[config.mk]
export PLATFORM = sky130hd
export DESIGN_NAME = apple_spawner_flat
export DESIGN_NICKNAME = d
export VERILOG_FILES = /design/src/rtl/apple_spawner_if.sv /design/src/rtl/apple_spawner.sv /design/src/flat_wrapper.sv
export SDC_FILE = /design/constraint.sdc
export NUM_CORES = 1
export LEC_CHECK = 0
export BUFFER_PORTS_ARGS = -buffer_cell sky130_fd_sc_hd__buf_2
export CELL_PAD_IN_SITES_DETAIL_PLACEMENT = 2
export CELL_PAD_IN_SITES_GLOBAL_PLACEMENT = 2
export CORE_UTILIZATION = 40
export CTS_BUF_LIST = sky130_fd_sc_hd__clkbuf_2 sky130_fd_sc_hd__clkbuf_4 sky130_fd_sc_hd__clkbuf_8
export DETAILED_ROUTE_END_ITERATION = 8
export PLACE_DENSITY = 0.92
export SLEW_MARGIN = 10
export SYNTH_ARGS = -nofsm -noshare
export SYNTH_HDL_FRONTEND = slang
export SYNTH_SLANG_ARGS = --single-unit
export TNS_END_PERCENT = 10
[constraint.sdc]
create_clock -name Clk_50mhz -period 5.8 [get_ports Clk_50mhz]
set_input_delay 0.29 -clock Clk_50mhz [delete_from_list [all_inputs] [get_ports Clk_50mhz]]
set_output_delay 0.29 -clock Clk_50mhz [all_outputs]
set_load 0.05 [all_outputs]
[src/rtl/apple_spawner_if.sv]
`default_nettype none
// ============================================================================
// Module   : apple_spawner_if
// Brief    : Occupancy query handshake between the apple spawner and the
//            snake body module.
// Revision : 1.0
// ============================================================================
interface apple_spawner_if #(
    parameter int X_W = 6,
    parameter int Y_W = 5
);
    logic           Occ_req;
    logic [X_W-1:0] Occ_x;
    logic [Y_W-1:0] Occ_y;
    logic           Occ_ack;
    logic           Occ_hit;

    modport master (
        output Occ_req, Occ_x, Occ_y,
        input  Occ_ack, Occ_hit
    );

    modport slave (
        input  Occ_req, Occ_x, Occ_y,
        output Occ_ack, Occ_hit
    );
endinterface
`default_nettype wire

[src/rtl/apple_spawner.sv]
`default_nettype none
// ============================================================================
// Module   : apple_spawner
// Brief    : LFSR-driven apple placement with playfield/head/body rejection,
//            periodic bonus apples with a tick-based lifetime.
// Revision : 1.0
// ============================================================================
module apple_spawner #(
    parameter int          X_W         = 6,
    parameter int          Y_W         = 5,
    parameter int          X_MIN       = 1,
    parameter int          X_MAX       = 38,
    parameter int          Y_MIN       = 1,
    parameter int          Y_MAX       = 28,
    parameter int          INIT_X      = 28,
    parameter int          INIT_Y      = 13,
    parameter int          TICK_CYCLES = 250000,
    parameter int          BONUS_EVERY = 5,
    parameter int          BONUS_LIFE  = 20,
    parameter int          MAX_TRY     = 64,
    parameter logic [15:0] LFSR_SEED   = 16'hACE1
) (
    input  wire logic           Clk_50mhz,
    input  wire logic           Rst_n,
    input  wire logic [X_W-1:0] Head_x,
    input  wire logic [Y_W-1:0] Head_y,
    apple_spawner_if.master     occ,
    output logic [X_W-1:0]      Apple_x,
    output logic [Y_W-1:0]      Apple_y,
    output logic                Apple_type,
    output logic                Apple_valid,
    output logic                Body_add_sig,
    output logic                Bonus_sig,
    output logic                Spawn_fail
);

    localparam int c_TCW = (TICK_CYCLES > 1) ? $clog2(TICK_CYCLES) : 1;
    localparam int c_SCW = (BONUS_EVERY > 1) ? $clog2(BONUS_EVERY) : 1;
    localparam int c_LCW = (BONUS_LIFE > 1)  ? $clog2(BONUS_LIFE)  : 1;
    localparam int c_RTW = (MAX_TRY > 0)     ? $clog2(MAX_TRY + 1) : 1;

    localparam logic [c_TCW-1:0] c_TICK_LAST  = c_TCW'(TICK_CYCLES - 1);
    localparam logic [c_SCW-1:0] c_SPAWN_LAST = c_SCW'((BONUS_EVERY > 0) ? BONUS_EVERY - 1 : 0);
    localparam logic [c_LCW-1:0] c_LIFE_LAST  = c_LCW'((BONUS_LIFE > 0) ? BONUS_LIFE - 1 : 0);
    localparam logic [c_RTW-1:0] c_MAX_TRY    = c_RTW'(MAX_TRY);
    localparam logic             c_BONUS_EN   = (BONUS_EVERY != 0);
    localparam logic [15:0]      c_LFSR_MASK  = 16'hB400;

    localparam logic [X_W-1:0] c_X_MIN  = X_W'(X_MIN);
    localparam logic [X_W-1:0] c_X_MAX  = X_W'(X_MAX);
    localparam logic [Y_W-1:0] c_Y_MIN  = Y_W'(Y_MIN);
    localparam logic [Y_W-1:0] c_Y_MAX  = Y_W'(Y_MAX);
    localparam logic [X_W-1:0] c_INIT_X = X_W'(INIT_X);
    localparam logic [Y_W-1:0] c_INIT_Y = Y_W'(INIT_Y);

    typedef enum logic [1:0] {
        S_IDLE   = 2'd0,
        S_SAMPLE = 2'd1,
        S_CHECK  = 2'd2,
        S_PLACE  = 2'd3
    } state_t;

    state_t           r_state,      w_state_nxt;
    logic [15:0]      r_lfsr,       w_lfsr_nxt;
    logic [c_TCW-1:0] r_tick_cnt,   w_tick_cnt_nxt;
    logic [c_SCW-1:0] r_spawn_cnt,  w_spawn_cnt_nxt;
    logic [c_RTW-1:0] r_retry,      w_retry_nxt;
    logic [c_LCW-1:0] r_life,       w_life_nxt;
    logic             r_occ_req,    w_occ_req_nxt;
    logic [X_W-1:0]   r_occ_x,      w_occ_x_nxt;
    logic [Y_W-1:0]   r_occ_y,      w_occ_y_nxt;
    logic [X_W-1:0]   r_apple_x,    w_apple_x_nxt;
    logic [Y_W-1:0]   r_apple_y,    w_apple_y_nxt;
    logic             r_apple_type, w_apple_type_nxt;
    logic             r_apple_vld,  w_apple_vld_nxt;
    logic             r_body_add,   w_body_add_nxt;
    logic             r_bonus,      w_bonus_nxt;
    logic             r_fail,       w_fail_nxt;

    logic [X_W-1:0]   w_cx;
    logic [Y_W-1:0]   w_cy;
    logic             w_tick;
    logic             w_head_on_apple;
    logic             w_cand_ok;
    logic [c_RTW-1:0] w_retry_inc;
    logic             w_exhaust;
    logic [c_SCW-1:0] w_spawn_inc;

    assign w_cx            = r_lfsr[15 -: X_W];
    assign w_cy            = r_lfsr[Y_W-1:0];
    assign w_tick          = (r_tick_cnt == c_TICK_LAST);
    assign w_head_on_apple = (Head_x == r_apple_x) && (Head_y == r_apple_y);
    assign w_cand_ok       = (w_cx >= c_X_MIN) && (w_cx <= c_X_MAX) &&
                             (w_cy >= c_Y_MIN) && (w_cy <= c_Y_MAX) &&
                             !((w_cx == Head_x) && (w_cy == Head_y));
    // Fallback fires on the rejection that brings the count up to MAX_TRY.
    assign w_retry_inc     = r_retry + 1'b1;
    assign w_exhaust       = (w_retry_inc >= c_MAX_TRY);
    assign w_spawn_inc     = (r_spawn_cnt == c_SPAWN_LAST) ? '0 : r_spawn_cnt + 1'b1;

    always_comb begin
        w_state_nxt      = r_state;
        w_lfsr_nxt       = {1'b0, r_lfsr[15:1]} ^ (r_lfsr[0] ? c_LFSR_MASK : 16'h0000);
        w_tick_cnt_nxt   = w_tick ? '0 : r_tick_cnt + 1'b1;
        w_spawn_cnt_nxt  = r_spawn_cnt;
        w_retry_nxt      = r_retry;
        w_life_nxt       = r_life;
        w_occ_req_nxt    = r_occ_req;
        w_occ_x_nxt      = r_occ_x;
        w_occ_y_nxt      = r_occ_y;
        w_apple_x_nxt    = r_apple_x;
        w_apple_y_nxt    = r_apple_y;
        w_apple_type_nxt = r_apple_type;
        w_apple_vld_nxt  = r_apple_vld;
        w_body_add_nxt   = 1'b0;
        w_bonus_nxt      = 1'b0;
        w_fail_nxt       = 1'b0;

        case (r_state)
            S_IDLE: begin
                if (w_tick && r_apple_vld && w_head_on_apple) begin
                    w_body_add_nxt  = 1'b1;
                    w_bonus_nxt     = r_apple_type;
                    w_apple_vld_nxt = 1'b0;
                    w_state_nxt     = S_SAMPLE;
                end else if (w_tick && r_apple_type && (r_life == c_LIFE_LAST)) begin
                    w_apple_vld_nxt = 1'b0;
                    w_state_nxt     = S_SAMPLE;
                end else if (w_tick && r_apple_type) begin
                    w_life_nxt = r_life + 1'b1;
                end
            end

            S_SAMPLE: begin
                w_occ_x_nxt = w_cx;
                w_occ_y_nxt = w_cy;
                if (w_cand_ok) begin
                    w_occ_req_nxt = 1'b1;
                    w_state_nxt   = S_CHECK;
                end else begin
                    w_retry_nxt = w_retry_inc;
                    if (w_exhaust) begin
                        w_occ_x_nxt = c_X_MIN;
                        w_occ_y_nxt = c_Y_MIN;
                        w_fail_nxt  = 1'b1;
                        w_state_nxt = S_PLACE;
                    end
                end
            end

            S_CHECK: begin
                if (r_occ_req && occ.Occ_ack) begin
                    w_occ_req_nxt = 1'b0;
                    if (occ.Occ_hit) begin
                        w_retry_nxt = w_retry_inc;
                        if (w_exhaust) begin
                            w_occ_x_nxt = c_X_MIN;
                            w_occ_y_nxt = c_Y_MIN;
                            w_fail_nxt  = 1'b1;
                            w_state_nxt = S_PLACE;
                        end else begin
                            w_state_nxt = S_SAMPLE;
                        end
                    end else begin
                        w_state_nxt = S_PLACE;
                    end
                end
            end

            S_PLACE: begin
                w_apple_x_nxt    = r_occ_x;
                w_apple_y_nxt    = r_occ_y;
                w_apple_vld_nxt  = 1'b1;
                w_spawn_cnt_nxt  = w_spawn_inc;
                w_apple_type_nxt = c_BONUS_EN && (w_spawn_inc == '0);
                w_life_nxt       = '0;
                w_retry_nxt      = '0;
                w_state_nxt      = S_IDLE;
            end

            default: w_state_nxt = S_IDLE;
        endcase
    end

    always_ff @(posedge Clk_50mhz or negedge Rst_n) begin
        if (!Rst_n) begin
            r_state      <= S_IDLE;
            r_lfsr       <= LFSR_SEED;
            r_tick_cnt   <= '0;
            r_spawn_cnt  <= '0;
            r_retry      <= '0;
            r_life       <= '0;
            r_occ_req    <= 1'b0;
            r_occ_x      <= '0;
            r_occ_y      <= '0;
            r_apple_x    <= c_INIT_X;
            r_apple_y    <= c_INIT_Y;
            r_apple_type <= 1'b0;
            r_apple_vld  <= 1'b1;
            r_body_add   <= 1'b0;
            r_bonus      <= 1'b0;
            r_fail       <= 1'b0;
        end else begin
            r_state      <= w_state_nxt;
            r_lfsr       <= w_lfsr_nxt;
            r_tick_cnt   <= w_tick_cnt_nxt;
            r_spawn_cnt  <= w_spawn_cnt_nxt;
            r_retry      <= w_retry_nxt;
            r_life       <= w_life_nxt;
            r_occ_req    <= w_occ_req_nxt;
            r_occ_x      <= w_occ_x_nxt;
            r_occ_y      <= w_occ_y_nxt;
            r_apple_x    <= w_apple_x_nxt;
            r_apple_y    <= w_apple_y_nxt;
            r_apple_type <= w_apple_type_nxt;
            r_apple_vld  <= w_apple_vld_nxt;
            r_body_add   <= w_body_add_nxt;
            r_bonus      <= w_bonus_nxt;
            r_fail       <= w_fail_nxt;
        end
    end

    assign occ.Occ_req   = r_occ_req;
    assign occ.Occ_x     = r_occ_x;
    assign occ.Occ_y     = r_occ_y;
    assign Apple_x       = r_apple_x;
    assign Apple_y       = r_apple_y;
    assign Apple_type    = r_apple_type;
    assign Apple_valid   = r_apple_vld;
    assign Body_add_sig  = r_body_add;
    assign Bonus_sig     = r_bonus;
    assign Spawn_fail    = r_fail;

endmodule
`default_nettype wire

[src/flat_wrapper.sv]
// flat-port wrapper written by rule: the top's interface ports become plain ports
module apple_spawner_flat 
#(
    parameter int          X_W         = 6,
    parameter int          Y_W         = 5,
    parameter int          X_MIN       = 1,
    parameter int          X_MAX       = 38,
    parameter int          Y_MIN       = 1,
    parameter int          Y_MAX       = 28,
    parameter int          INIT_X      = 28,
    parameter int          INIT_Y      = 13,
    parameter int          TICK_CYCLES = 250000,
    parameter int          BONUS_EVERY = 5,
    parameter int          BONUS_LIFE  = 20,
    parameter int          MAX_TRY     = 64,
    parameter logic [15:0] LFSR_SEED   = 16'hACE1
)
  (Clk_50mhz, Rst_n, Head_x, Head_y, Apple_x, Apple_y, Apple_type, Apple_valid, Body_add_sig, Bonus_sig, Spawn_fail, occ_Occ_req, occ_Occ_x, occ_Occ_y, occ_Occ_ack, occ_Occ_hit);
  apple_spawner_if #(.X_W(X_W), .Y_W(Y_W)) occ_i ();
  input  wire logic Clk_50mhz;
  input  wire logic Rst_n;
  input  wire logic [X_W-1:0] Head_x;
  input  wire logic [Y_W-1:0] Head_y;
  output logic [X_W-1:0] Apple_x;
  output logic [Y_W-1:0] Apple_y;
  output logic Apple_type;
  output logic Apple_valid;
  output logic Body_add_sig;
  output logic Bonus_sig;
  output logic Spawn_fail;
  output wire logic [$bits(occ_i.Occ_req)-1:0] occ_Occ_req;
  output wire logic [$bits(occ_i.Occ_x)-1:0] occ_Occ_x;
  output wire logic [$bits(occ_i.Occ_y)-1:0] occ_Occ_y;
  input wire logic [$bits(occ_i.Occ_ack)-1:0] occ_Occ_ack;
  input wire logic [$bits(occ_i.Occ_hit)-1:0] occ_Occ_hit;
  assign occ_Occ_req = occ_i.Occ_req;
  assign occ_Occ_x = occ_i.Occ_x;
  assign occ_Occ_y = occ_i.Occ_y;
  assign occ_i.Occ_ack = occ_Occ_ack;
  assign occ_i.Occ_hit = occ_Occ_hit;
  apple_spawner #(.X_W(X_W), .Y_W(Y_W), .X_MIN(X_MIN), .X_MAX(X_MAX), .Y_MIN(Y_MIN), .Y_MAX(Y_MAX), .INIT_X(INIT_X), .INIT_Y(INIT_Y), .TICK_CYCLES(TICK_CYCLES), .BONUS_EVERY(BONUS_EVERY), .BONUS_LIFE(BONUS_LIFE), .MAX_TRY(MAX_TRY), .LFSR_SEED(LFSR_SEED)) u_core (.Clk_50mhz(Clk_50mhz), .Rst_n(Rst_n), .Head_x(Head_x), .Head_y(Head_y), .occ(occ_i), .Apple_x(Apple_x), .Apple_y(Apple_y), .Apple_type(Apple_type), .Apple_valid(Apple_valid), .Body_add_sig(Body_add_sig), .Bonus_sig(Bonus_sig), .Spawn_fail(Spawn_fail));
endmodule
# Word level (Yosys, flattened, before mapping)
# Index checks and enable logic that the tools add are counted.
# word_totals
input_bits,15
elab_cells,115
output_inout_bits,28
ff_bits,79
# classes
n_reduce_logical,23
n_mux,46
bitwise_logic,1
n_addsub,4
n_lt_le_gt_ge,5
eq_ne,20
# ops
cell,count
two-way mux 5 bit,8
two-way mux 6 bit,5
two-way mux 7 bit,3
one-hot mux 7 bit (3 select lines),1
one-hot mux 5 bit (2 select lines),2
"adder 18 x 1 -> 18 bit, second input constant",1
"equality test 18 bit, second input constant",1
two-way mux 18 bit,1
two-way mux 16 bit,1
bitwise XOR 15 x 16 -> 16 bit,1
two-way mux 2 bit,7
equality test 6 bit,2
two-way mux 1 bit,12
one-hot mux 6 bit (2 select lines),1
AND reduction 4 bit,3
logical AND 1 bit,11
equality test 5 bit,2
"!= test 2 x 1 -> 1 bit, second input constant",4
"!= test 2 bit, second input constant",4
one-hot mux 2 bit (4 select lines),1
"adder 7 x 1 -> 7 bit, second input constant",1
">= comparator 7 bit, second input constant",1
">= comparator 6 x 1 -> 1 bit, second input constant",1
"less-or-equal comparator 6 bit, second input constant",1
other kinds (18),24

# Depth between registers and ports, before layout
# logic_depth
depth_word,7
depth_mapped,8
mapped_depth_nobuf,7

# Least setup slack after synthesis
# No wires, ideal clock.
# synth_path
kind,reg-to-reg
from,register u_core.r_apple_y[2] (netlist: u_core.Apple_y[2])
to,register u_core.r_life[2]
path_slack_ps,3789
period_less_slack_ps,2011
setup_ps,95
arrival_time_ps,1916
required_ps,5705
path_buffers,1
path_stages_with_launch,8
cell_sequence,dfstp_2 xnor2_1 nand4_1 or3_1 clkbuf_1 a21oi_1 o21ai_0 o31ai_1
# synth_via
elab_chain_cells,5
# synth_lines
element,line,source
"start, declared",apple_spawner.sv:73,"logic [Y_W-1:0] r_apple_y, w_apple_y_nxt;"
"start signal, assigned",apple_spawner.sv:197,r_apple_y <= c_INIT_Y;
"start signal, assigned",apple_spawner.sv:214,r_apple_y <= w_apple_y_nxt;
equality test 5 bit,apple_spawner.sv:92,assign w_head_on_apple = (Head_x == r_apple_x) && (Head_y == r_apple_y);
logical AND 1 bit,apple_spawner.sv:92,
logical AND 1 bit,apple_spawner.sv:121,if (w_tick && r_apple_vld && w_head_on_apple) begin
!= test 2 bit (no source line),--,
AND reduction 4 bit (no source line),--,
"end signal, assigned",apple_spawner.sv:209,r_life <= w_life_nxt;
"end, declared",apple_spawner.sv:68,"logic [c_LCW-1:0] r_life, w_life_nxt;"
# No other way between the ends.
# A chain may end at the register's enable or synchronous reset.

# Final worst setup path
# layout_path
from,register u_core.r_tick_cnt[0]
to,register u_core.r_state[1]
# layout_via
elab_chain_cells,5
word_cells_on_any_way,9
classes_between,2 x eq/ne; 2 x mux; 5 x reduce/logical
# layout_lines
element,line,source
"start, declared",apple_spawner.sv:65,"logic [c_TCW-1:0] r_tick_cnt, w_tick_cnt_nxt;"
"start signal, assigned",apple_spawner.sv:206,r_tick_cnt <= w_tick_cnt_nxt;
equality test 18 bit (*),apple_spawner.sv:91,assign w_tick = (r_tick_cnt == c_TICK_LAST);
logical AND 1 bit (on tied branches) (2 in a row),"apple_spawner.sv:121, apple_spawner.sv:126",
two-way mux 2 bit / != test 3 x 1 -> 1 bit (equally long branches),--,
one-hot mux 2 bit (4 select lines) / AND reduction 3 bit (equally long branches),--,
"end signal, assigned",apple_spawner.sv:204,r_state <= w_state_nxt;
"end, declared",apple_spawner.sv:63,"state_t r_state, w_state_nxt;"
# Mark *: on every way between the ends. The rest lies on a longest branch, timed or not.

==> summary.md <==
| Metric | Value |
|---|---|
| Status | `complete, no violations` |
| N_diodes | `0` |
| Synth cell types | `49` |
| Starting Density | `0.4169` |
| Post-Syn Area | `3654 um2` |
| Core area | `8763 um2` |
| Synthesized area per cell | `11.17 um2` |
| P_leak | `1.924 nW` |
| Peak VDD IR | `172.6 uV` |
| Sw frac | `0.2579` |
| Layout Skew | `0.008801 ns` |
| Final net count | `396` |
| GRT overflow | `0` |
| Power Density | `248.3 nW/um2` |
| Area Overhead vs Synth | `14.25%` |
| Power share of the clock group | `0.440` |
| Sum Neg Setup Slack | `0 ns` |
| Slew at the pin with the worst max-slew slack | `0.9969 ns` |
| Post-Place Cells | `469` |
| Die area | `9520 um2` |
| Most frequent cells after synthesis | `64 x dfrtp_1, 28 x xnor2_1, 26 x nand2_1, 23 x nor2_1, 16 x o21ai_0` |
| Setup Buffers After CTS | `0` |
| Ys async rst share | `1.000` |
| Share of cells above drive strength 1 | `0.2334` |
| Top-count cell post-synth | `dfrtp_1` |
| Clk slew on worst S/H paths | `0.10 ns` |
| Gr usage total | `0.2952` |
| Unrepaired setup endpoints after global routing | `no` |
| Post-CTS resize count | `0` |
| Num rows | `34` |
| Warning count from the yosys run | `0` |
| Cell Int Power | `0.0007691 W` |
| Top cell type by total area after synthesis | `dfrtp_1` |
| Number of top-level pins | `43` |
| # Max-Cap Violations | `0` |
| H-tree depth | `3` |
| Max Freq | `353.3 MHz` |
| Die X | `97.57 um` |
| # clock sinks | `79` |
| DRT Wirelength | `13100 um` |
| Area share of the largest cell type after synthesis | `0.4384` |
| DRT iter0 DRCs | `215` |
| Initial antenna violation count | `0` |
| Crit share post-route | `0.4880` |
| Fill count | `867` |
| # hold bufs at CTS | `0` |
| Vias in the first global route | `3400` |
| Seq cells post-synth | `79` |
| HP Class | `primary input to asynchronous set/reset pin` |
| Post-DP HPWL | `8090 um` |
| Final setup fails | `0` |
| Post-detailed-route wirelength per cell | `27.02 um` |
| P_sw | `0.0002673 W` |
| Vias per inst | `6.012` |
| CTS Root Cell | `clkbuf_8` |
| CTS tree | `yes` |
| TritonRoute pass-1 iters | `5` |
| Max-slew violations | `0` |
| Global-route wire length before repair | `20890 um` |
| Final Hold Vio Count | `0` |
| Crit path launch type | `flop` |
| Slew HR | `0.3354` |
| Vias | `2916` |
| Comb pwr share | `0.029` |
| Number of synthesized flops with an enable pin | `0` |
| Synth top area cells | `dfrtp_1 44%, dfstp_2 11%, xnor2_1 6.7%` |
| Antenna-violating nets left | `0` |
| Crit path kind | `flop to flop` |
| Crit path max fanout | `12` |
| GP Congestion | `0.7797` |
| Net Count, Synth | `351` |
| Die Ht | `97.57 um` |
| Worst-skew pair later-pin latency | `0.38 ns` |
| Post-route DRC | `0` |
| Critical path required time | `6.03 ns` |
| Input/output buffers | `42` |
| Commonest register cell after synthesis | `dfrtp_1` |
| Synthesized instance count | `327` |
| Largest net degree at the start of global routing | `80` |
| CP arrival | `3.06 ns` |
| Post-route minimum period | `2.830 ns` |
| Critical Path Sink Type | `flop` |
| Post-route insts no fill | `485` |
| CTS Buffer Depth | `2` |
| Post-synthesis sequential area ratio | `0.5462` |
| Sequential share of power | `0.532` |
| Clock buffer count from CTS | `9` |
-- cell type report --
type / instances / area, um2 / area share
clock inverter: 7 / 85.08 / 0.02038
tap: 108 / 135.1 / 0.03237
inverter: 12 / 45.04 / 0.01079
sequential: 79 / 1996 / 0.4781
clock buffer: 9 / 123.9 / 0.02968
timing repair buffer: 43 / 220.2 / 0.05276
multi-input combinational: 227 / 1569 / 0.3759
-- worst max-delay path, stage by stage, from the launching register on --
cell	delay (ns)
dfrtp_1	0.41
ha_1	0.24
and3_1	0.29
nand4_1	0.23
nor2_1	0.71
a21oi_1	0.28
nor3b_1	0.34
a22oi_1	0.18
-- cell usage in the layout (no fill, tap or decap), drive strengths merged, types with 9 or more instances in the layout --
cell type,netlist,routed
nand2,26,26
dfrtp,64,64
nand3,13,13
dfstp,15,15
a22o,10,10
nor2,23,23
xor2,15,15
nand4,12,12
ha,9,9
mux2,11,11
xnor2,28,28
inv,12,17
o21ai,18,18
buf,4,43
clkbuf,5,9
-- stage by stage --
stage               setup WS, ns  cell area (um2)    util  total power, W  hold WS [ns]
global placement           3.426             3965  0.4525       0.0005886        0.3381
CTS                        3.002             4174  0.4763        0.001040        0.1066
finish                     2.970             4174  0.4763        0.001036       0.05292
global route               2.758             4174  0.4763        0.001062        0.1461
floorplan                  3.789             3654       -       0.0005694     -0.005591
detailed placement         3.169             3965  0.4525       0.0005900        0.3379
-- path summary, 6_finish.rpt --
check	start	cells past startpoint	to	slack, ns
worst max-delay path	u_core.r_tick_cnt[0]$_DFF_PN0_	7	u_core.r_state[1]$_DFFE_PN0P_	2.97
worst min-delay path	Rst_n	1	u_core.r_lfsr[4]$_DFF_PN0_	0.05
worst max register to register	u_core.r_tick_cnt[0]$_DFF_PN0_	7	u_core.r_state[1]$_DFFE_PN0P_	2.97
worst min register to register	u_core.r_lfsr[9]$_DFF_PN0_	0	u_core.r_lfsr[8]$_DFF_PN0_	0.36
max in group asynchronous	Rst_n	1	u_core.Apple_x[0]$_DFFE_PN0P_	5.08
min in group Clk_50mhz	occ_Occ_ack	3	u_core.occ.Occ_req$_DFFE_PN0P_	0.33
-- state kept, by name, indices dropped and copies added (netlist names), 2 cells and up --
signal	count
u_core.occ.Occ_y	5
u_core.r_spawn_cnt	3
u_core.occ.Occ_x	6
u_core.r_tick_cnt	18
u_core.Apple_y	5
u_core.r_lfsr	16
u_core.r_state	2
u_core.r_retry	7
u_core.Apple_x	6
u_core.r_life	5
-- kinds of logic after synthesis --
group,after synthesis,synth area share
DFF,79,0.5462
muxes,12,0.03664
adders and majority gates,9,0.03082
buffers and inverters,21,0.02431
AOI/OAI and AO/OA,59,0.1116
and+or+nand+nor,104,0.1473
xor gates and xnor gates,43,0.1031
-- power groups by stage --
stage               Sequential (W)  Combinational [W]  Clock, W
detailed placement        0.000561          0.0000286         0
floorplan                 0.000562         0.00000785         0
CTS                       0.000551          0.0000304  0.000458
global placement          0.000561          0.0000273         0
finish                    0.000551          0.0000298  0.000456
global route              0.000551          0.0000330  0.000478
-- layer usage --
metal	vias up	routed length, um	global-route usage
li1	1254	-	-
met1	1513	5153	0.3426
met2	104	6841	0.5056
met3	45	542	0.06043
met4	0	565	0.1686
met5	-	0	0
(Power assumes the default switching activity.)
